===== src/rtl/mips_pkg.sv =====
// Shared encodings for the multi-cycle MIPS core: opcodes, functs, FSM states, ALU ops.
package mips_pkg;

    localparam logic [5:0] OP_RTYPE = 6'h00;
    localparam logic [5:0] OP_LW    = 6'h23;
    localparam logic [5:0] OP_SW    = 6'h2B;
    localparam logic [5:0] OP_BEQ   = 6'h04;
    localparam logic [5:0] OP_ADDI  = 6'h08;
    localparam logic [5:0] OP_J     = 6'h02;

    localparam logic [5:0] FN_ADD = 6'h20;
    localparam logic [5:0] FN_SUB = 6'h22;
    localparam logic [5:0] FN_AND = 6'h24;
    localparam logic [5:0] FN_OR  = 6'h25;
    localparam logic [5:0] FN_SLT = 6'h2A;

    typedef enum logic [3:0] {
        S_FETCH  = 4'd0,
        S_DECODE = 4'd1,
        S_EXEC_R = 4'd2,
        S_RWB    = 4'd3,
        S_EXEC_I = 4'd4,
        S_IWB    = 4'd5,
        S_MEMADR = 4'd6,
        S_MEMRD  = 4'd7,
        S_MEMWB  = 4'd8,
        S_MEMWR  = 4'd9,
        S_BRANCH = 4'd10,
        S_JUMP   = 4'd11,
        S_HALT   = 4'd12
    } state_e;

    typedef enum logic [2:0] {
        ALU_ADD,
        ALU_SUB,
        ALU_AND,
        ALU_OR,
        ALU_SLT
    } alu_op_e;

    function automatic logic [31:0] sign_ext(input logic [15:0] imm);
        return {{16{imm[15]}}, imm};
    endfunction

    // Modulo arithmetic throughout; slt compares as two's complement.
    function automatic logic [31:0] alu_calc(input alu_op_e op, input logic [31:0] a,
                                             input logic [31:0] b);
        case (op)
            ALU_ADD: return a + b;
            ALU_SUB: return a - b;
            ALU_AND: return a & b;
            ALU_OR:  return a | b;
            ALU_SLT: return {31'd0, $signed(a) < $signed(b)};
            default: return a + b;
        endcase
    endfunction

endpackage


===== src/rtl/mips_multicycle_regfile.sv =====
// 32 x 32 register file: two asynchronous read ports, one synchronous write port, $0 hardwired to 0.
module mips_regfile (
    input  logic        clk,
    input  logic        rst_n,
    input  logic        we,
    input  logic [4:0]  waddr,
    input  logic [31:0] wdata,
    input  logic [4:0]  raddr_a,
    input  logic [4:0]  raddr_b,
    output logic [31:0] rdata_a,
    output logic [31:0] rdata_b
);

    logic [31:0] regs [32];

    // NOTE: the whole array is cleared on reset because software relies on zeroed registers;
    // this forces flops rather than a RAM macro, which is acceptable at 32 entries.
    always_ff @(posedge clk) begin
        if (!rst_n) begin
            regs <= '{default: '0};
        end else if (we && waddr != 5'd0) begin
            // NOTE: non-blocking so every reader this edge sees the pre-write value.
            regs[waddr] <= wdata;
        end
    end

    assign rdata_a = (raddr_a == 5'd0) ? 32'd0 : regs[raddr_a];
    assign rdata_b = (raddr_b == 5'd0) ? 32'd0 : regs[raddr_b];

endmodule


===== src/rtl/mips_multicycle_core.sv =====
// Multi-cycle MIPS core sharing one ready-handshaked memory port for instructions and data.
module mips_multicycle_core
    import mips_pkg::*;
#(
    parameter logic [31:0] RESET_PC        = 32'h0000_0000,
    parameter int          ADDR_W          = 32,
    parameter bit          TRAP_ON_ILLEGAL = 1'b1
) (
    input  logic              CLK,
    input  logic              Reset,
    output logic              mem_req,
    output logic              mem_we,
    output logic [ADDR_W-1:0] mem_addr,
    output logic [31:0]       mem_wdata,
    input  logic [31:0]       mem_rdata,
    input  logic              mem_ready,
    output logic [31:0]       PC,
    output logic              halted,
    output logic [3:0]        state_dbg
);

    localparam state_e ILLEGAL_NEXT = TRAP_ON_ILLEGAL ? S_HALT : S_FETCH;

    state_e      state, next_state;
    logic [31:0] ir, a_reg, b_reg, alu_out, mdr;
    logic [31:0] rd_a, rd_b, imm_ext, addr_full;
    logic [5:0]  opcode, funct;
    alu_op_e     r_op;
    logic        funct_ok;
    logic        rf_we;
    logic [4:0]  rf_waddr;
    logic [31:0] rf_wdata;

    assign opcode  = ir[31:26];
    assign funct   = ir[5:0];
    assign imm_ext = sign_ext(ir[15:0]);

    mips_regfile u_regfile (
        .clk     (CLK),
        .rst_n   (Reset),
        .we      (rf_we),
        .waddr   (rf_waddr),
        .wdata   (rf_wdata),
        .raddr_a (ir[25:21]),
        .raddr_b (ir[20:16]),
        .rdata_a (rd_a),
        .rdata_b (rd_b)
    );

    always_ff @(posedge CLK) begin
        if (!Reset) state <= S_FETCH;
        else        state <= next_state;
    end

    always_comb begin
        // NOTE: defaults first so no path through this block leaves a signal unassigned (no latch).
        r_op     = ALU_ADD;
        funct_ok = 1'b1;
        case (funct)
            FN_ADD:  r_op = ALU_ADD;
            FN_SUB:  r_op = ALU_SUB;
            FN_AND:  r_op = ALU_AND;
            FN_OR:   r_op = ALU_OR;
            FN_SLT:  r_op = ALU_SLT;
            default: funct_ok = 1'b0;
        endcase
    end

    always_comb begin
        next_state = state;
        case (state)
            S_FETCH:  if (mem_ready) next_state = S_DECODE;
            S_DECODE: begin
                case (opcode)
                    OP_RTYPE:     next_state = S_EXEC_R;
                    OP_LW, OP_SW: next_state = S_MEMADR;
                    OP_BEQ:       next_state = S_BRANCH;
                    OP_ADDI:      next_state = S_EXEC_I;
                    OP_J:         next_state = S_JUMP;
                    default:      next_state = ILLEGAL_NEXT;
                endcase
            end
            S_EXEC_R: next_state = funct_ok ? S_RWB : ILLEGAL_NEXT;
            S_EXEC_I: next_state = S_IWB;
            S_MEMADR: next_state = (opcode == OP_LW) ? S_MEMRD : S_MEMWR;
            S_MEMRD:  if (mem_ready) next_state = S_MEMWB;
            S_MEMWR:  if (mem_ready) next_state = S_FETCH;
            S_HALT:   next_state = S_HALT;
            default:  next_state = S_FETCH;
        endcase
    end

    always_comb begin
        rf_we    = 1'b0;
        rf_waddr = 5'd0;
        rf_wdata = 32'd0;
        case (state)
            S_RWB:   begin rf_we = 1'b1; rf_waddr = ir[15:11]; rf_wdata = alu_out; end
            S_IWB:   begin rf_we = 1'b1; rf_waddr = ir[20:16]; rf_wdata = alu_out; end
            S_MEMWB: begin rf_we = 1'b1; rf_waddr = ir[20:16]; rf_wdata = mdr;     end
            default: ;
        endcase
    end

    always_ff @(posedge CLK) begin
        if (!Reset) begin
            PC      <= RESET_PC;
            ir      <= 32'd0;
            a_reg   <= 32'd0;
            b_reg   <= 32'd0;
            alu_out <= 32'd0;
            mdr     <= 32'd0;
        end else begin
            case (state)
                S_FETCH: if (mem_ready) begin
                    ir <= mem_rdata;
                    PC <= PC + 32'd4;
                end
                S_DECODE: begin
                    a_reg   <= rd_a;
                    b_reg   <= rd_b;
                    alu_out <= PC + (imm_ext << 2);
                end
                S_EXEC_R:           alu_out <= alu_calc(r_op, a_reg, b_reg);
                S_EXEC_I, S_MEMADR: alu_out <= a_reg + imm_ext;
                S_MEMRD:  if (mem_ready) mdr <= mem_rdata;
                S_BRANCH: if (a_reg == b_reg) PC <= alu_out;
                S_JUMP:   PC <= {PC[31:28], ir[25:0], 2'b00};
                default: ;
            endcase
        end
    end

    // Request is gated by Reset so an access in flight is dropped as soon as reset is asserted.
    // Everything else on the port comes from registered state, so it holds while mem_ready=0.
    assign mem_req   = Reset && (state == S_FETCH || state == S_MEMRD || state == S_MEMWR);
    assign mem_we    = mem_req && (state == S_MEMWR);
    assign addr_full = (state == S_FETCH) ? PC : alu_out;
    assign mem_addr  = addr_full[ADDR_W-1:0] & ~ADDR_W'(3);
    assign mem_wdata = b_reg;
    assign halted    = (state == S_HALT);
    assign state_dbg = state;

endmodule


===== config.mk =====
export PLATFORM = sky130hd
export DESIGN_NAME = mips_multicycle_core
export DESIGN_NICKNAME = d
export VERILOG_FILES = /design/src/rtl/mips_pkg.sv /design/src/rtl/mips_multicycle_regfile.sv /design/src/rtl/mips_multicycle_core.sv
export SDC_FILE = /design/constraint.sdc
export NUM_CORES = 2
export LEC_CHECK = 0
export CAP_MARGIN = 20
export CELL_PAD_IN_SITES_DETAIL_PLACEMENT = 0
export CELL_PAD_IN_SITES_GLOBAL_PLACEMENT = 1
export CORE_UTILIZATION = 26
export DETAILED_ROUTE_END_ITERATION = 16
export PLACE_DENSITY = 0.45
export SLEW_MARGIN = 20
export SYNTH_ARGS = -nofsm -noshare
export SYNTH_HDL_FRONTEND = slang
export SYNTH_HIERARCHICAL = 1
export SYNTH_SLANG_ARGS = --single-unit

===== constraint.sdc =====
create_clock -name CLK -period 4.8 [get_ports CLK]
set_clock_uncertainty 0.1 [all_clocks]
set_input_delay 0.96 -clock CLK [delete_from_list [all_inputs] [get_ports CLK]]
set_output_delay 0.96 -clock CLK [all_outputs]
set_load 0.02 [all_outputs]

==> metrics <==
outcome=completed; layout cells sized above 1=0.149; area of the core=0.274 mm²; critical-path maximum fanout=13; TritonCTS clock tree=yes; synth top area cells=dfxtp_1, nand2_1, mux4_2, a21boi_0, mux2i_1; min cycle time layout=4250 ps; Worst EP arrival=4890 ps; CTS resizes=0; P_leak=0.0266 µW; post-synthesis xor/xnor area fraction=0.00735; overall routed net length=381,000 µm; IO buf count=135; Synth Instances=8,376; Synth Area in Adders=0.0286; number of top-level pins=138; number of vias per cell=5.44; Die Wd=527 µm; setup ws final=554 ps; first-pass GRT wire length=528,000 µm; Crit path buffers/inverters=1; number of CTS-inserted buffers=169; worst hold path type=reg -> reg; Req. time, crit path=5450 ps; Max H-tree Level=4; Internal Pwr Total=20,800 µW; Power Total=32,600 µW; largest net degree at the start of global routing=239; Top reg by flops=u_regfile/regs; Root Driver=clkbuf_16; switching portion of total power=0.361; Seq/Total Area, Yosys=0.341; final hold violations=0; vias in the first global route=63.0k; most frequent cells in the layout=nand2_1, dfxtp_1, a21boi_0; Setup crit end kind=register; top cell type's share of synthesized area=0.341; Sw Pwr=11,800 µW; FILL cells=28.4k; RSZ-0062 raised after global routing=no; number of synthesized register bits=1,220; Post-synth EDFFs=0; initial antenna violation count=20; Reg power frac=0.337; Slowest cell on crit path=nor4_1; Top delay family on crit path=compound AO/OA/AOI/OAI gates; post-route ant nets=0; Hold WS=358 ps; max-cap viol count=0; compound-gate portion of the synthesized area=0.223; Syn Area/Cell=8.54 µm²; Post-CTS Hold Buffers=0; fraction of registers with async set/reset=0; Top FF cell, synth=dfxtp_1; Final nets=8,466; PD cells=390 mW/mm²; area grow syn2layout=16.9%; most common cell after layout, fill and taps aside=nand2_1; Netlist cell types=112; max-slew violation count=0; DP HPWL=252,000 µm; Sink Count=1,220; grt ovf=0; Comb pwr share=0.272; Routed wire per std cell=31.8 µm; Worst-Margin Slew=1230 ps; worst-path cell chain=inv_1 -> ha_1 -> or3_1 -> nor4_1 -> o21ai_0 -> nand3_1 -> a21o_1 -> xnor2_1 -> a211oi_1 -> o22ai_1 -> o221a_1; VDD IR max=267 µV; Clk pin slew, worst setup/hold paths=70 ps; clock network power share=0.391; clock tree buffer depth=4; combinational family with the most area after synthesis=compound AO/OA/AOI/OAI gates; First-pass DRT Iterations=9; die area=0.277 mm²; area leader, netlist=dfxtp_1; endpoints failing setup=0; number of flip-flops under the largest register name=1,024; yosys warns=6; gr usage total=0.267; DRC=0; Core Util, Final=0.306; DRT iter0 DRCs=6,091; setup bufs post-CTS=0; setup TNS=0 ps; CP Class=reg -> reg; Core Rows=192; CP peak stage delay=680 ps; period utilization=0.885; post-synthesis simple-gate area fraction=0.174; pre-CTS setup slack=650 ps; Slew HR=0.183; routability cong.=0.859; die height=527 µm; register-to-register setup slack=550 ps; initial core utilization=0.261; clk_lat worst skew=860 ps; detailed-route via count=65.3k; CP Launch Type=register; cell area after synthesis=0.0715 mm²; highest clock rate=236 MHz; mux cell area share after synthesis=0.172
-- layout make-up --
| type | count | area (µm²) | share of cell area |
|---|---|---|---|
| Multi-Input combinational cell | 6266 | 43800 | 0.523 |
| Antenna cell | 10 | 25.0 | 0.000299 |
| Sequential cell | 1220 | 24500 | 0.292 |
| Clock inverter | 33 | 349 | 0.00417 |
| Timing Repair Buffer | 502 | 5040 | 0.0603 |
| Clock buffer | 262 | 5070 | 0.0606 |
| Tap cell | 3589 | 4490 | 0.0537 |
| Inverter | 111 | 422 | 0.00504 |
-- power groups by stage --
stage / logic [µW] / clock network [µW] / registers (µW)
global route: 9200 / 13400 / 11000
global placement: 8810 / 0 / 11200
detailed placement: 8790 / 0 / 11200
CTS: 8810 / 13000 / 11000
floorplan: 4980 / 0 / 10800
finish: 8880 / 12700 / 11000
-- cells in the mapped netlist (17+ instances only) --
library cell  instances
nor2b_1              45
mux2i_1             358
nand2b_1             21
o21ai_0             168
nor3_1               91
a21boi_0            900
clkbuf_1            566
nor2_1              193
buf_4                34
nand3_1              47
inv_1               109
a211oi_1             83
a21oi_1             360
dfxtp_1            1220
mux4_2              352
a31oi_1              33
buf_2                88
and2_1               51
nor4_1               32
a221oi_1             21
buf_6                28
xnor2_1              43
a21boi_1             93
buf_1                55
a21o_1               40
a2111oi_2            18
o221ai_1             34
o22ai_1              67
xor2_1               17
a22oi_1             125
o21bai_1             22
a22o_1               95
ha_1                157
mux2_2               69
nand2_1            2427
-- layer usage --
layer  vias to the layer above  global-route usage  part of all wire
met4                        10               0.121             0.050
met5                         -                   0           0.00018
li1                      29400                   -                 -
met2                      2263               0.426              0.45
met1                     33100               0.355              0.44
met3                       505              0.0400             0.057
-- kinds of logic (layout without fill, tap and decap cells) --
family                     Yosys count  after routing
AOI/OAI and AO/OA                 2235           2235
muxes                              779            779
DFF                               1220           1220
and+or+nand+nor                   3029           3029
buffers and inverters              891            908
xor gates and xnor gates            60             60
other                                1             12
adders and majority gates          161            161
-- metrics by stage --
stage                     std cells  instance area [µm²]
final                         12000                83600
after global routing          12000                83600
after CTS                     12000                83600
after detailed placement      11700                78200
after global placement        11700                78100
after floorplan                8377                71500
-- worst min-delay path: stages (launching register included) --
cell and delay [ps]:
dfxtp_1 310, nand2_1 50, a21oi_1 50
-- worst paths after layout --
path	endpoint	from	cells after the start
worst min register to register	mdr[14]$_SDFFE_PN0P_	mdr[14]$_SDFFE_PN0P_	2
worst max-delay path	alu_out[28]$_SDFFE_PN0P_	a_reg[18]$_SDFFE_PN0P_	11
worst max register to register	alu_out[28]$_SDFFE_PN0P_	a_reg[18]$_SDFFE_PN0P_	11
worst min-delay path	mdr[14]$_SDFFE_PN0P_	mdr[14]$_SDFFE_PN0P_	2
(Power assumes the default switching activity.)
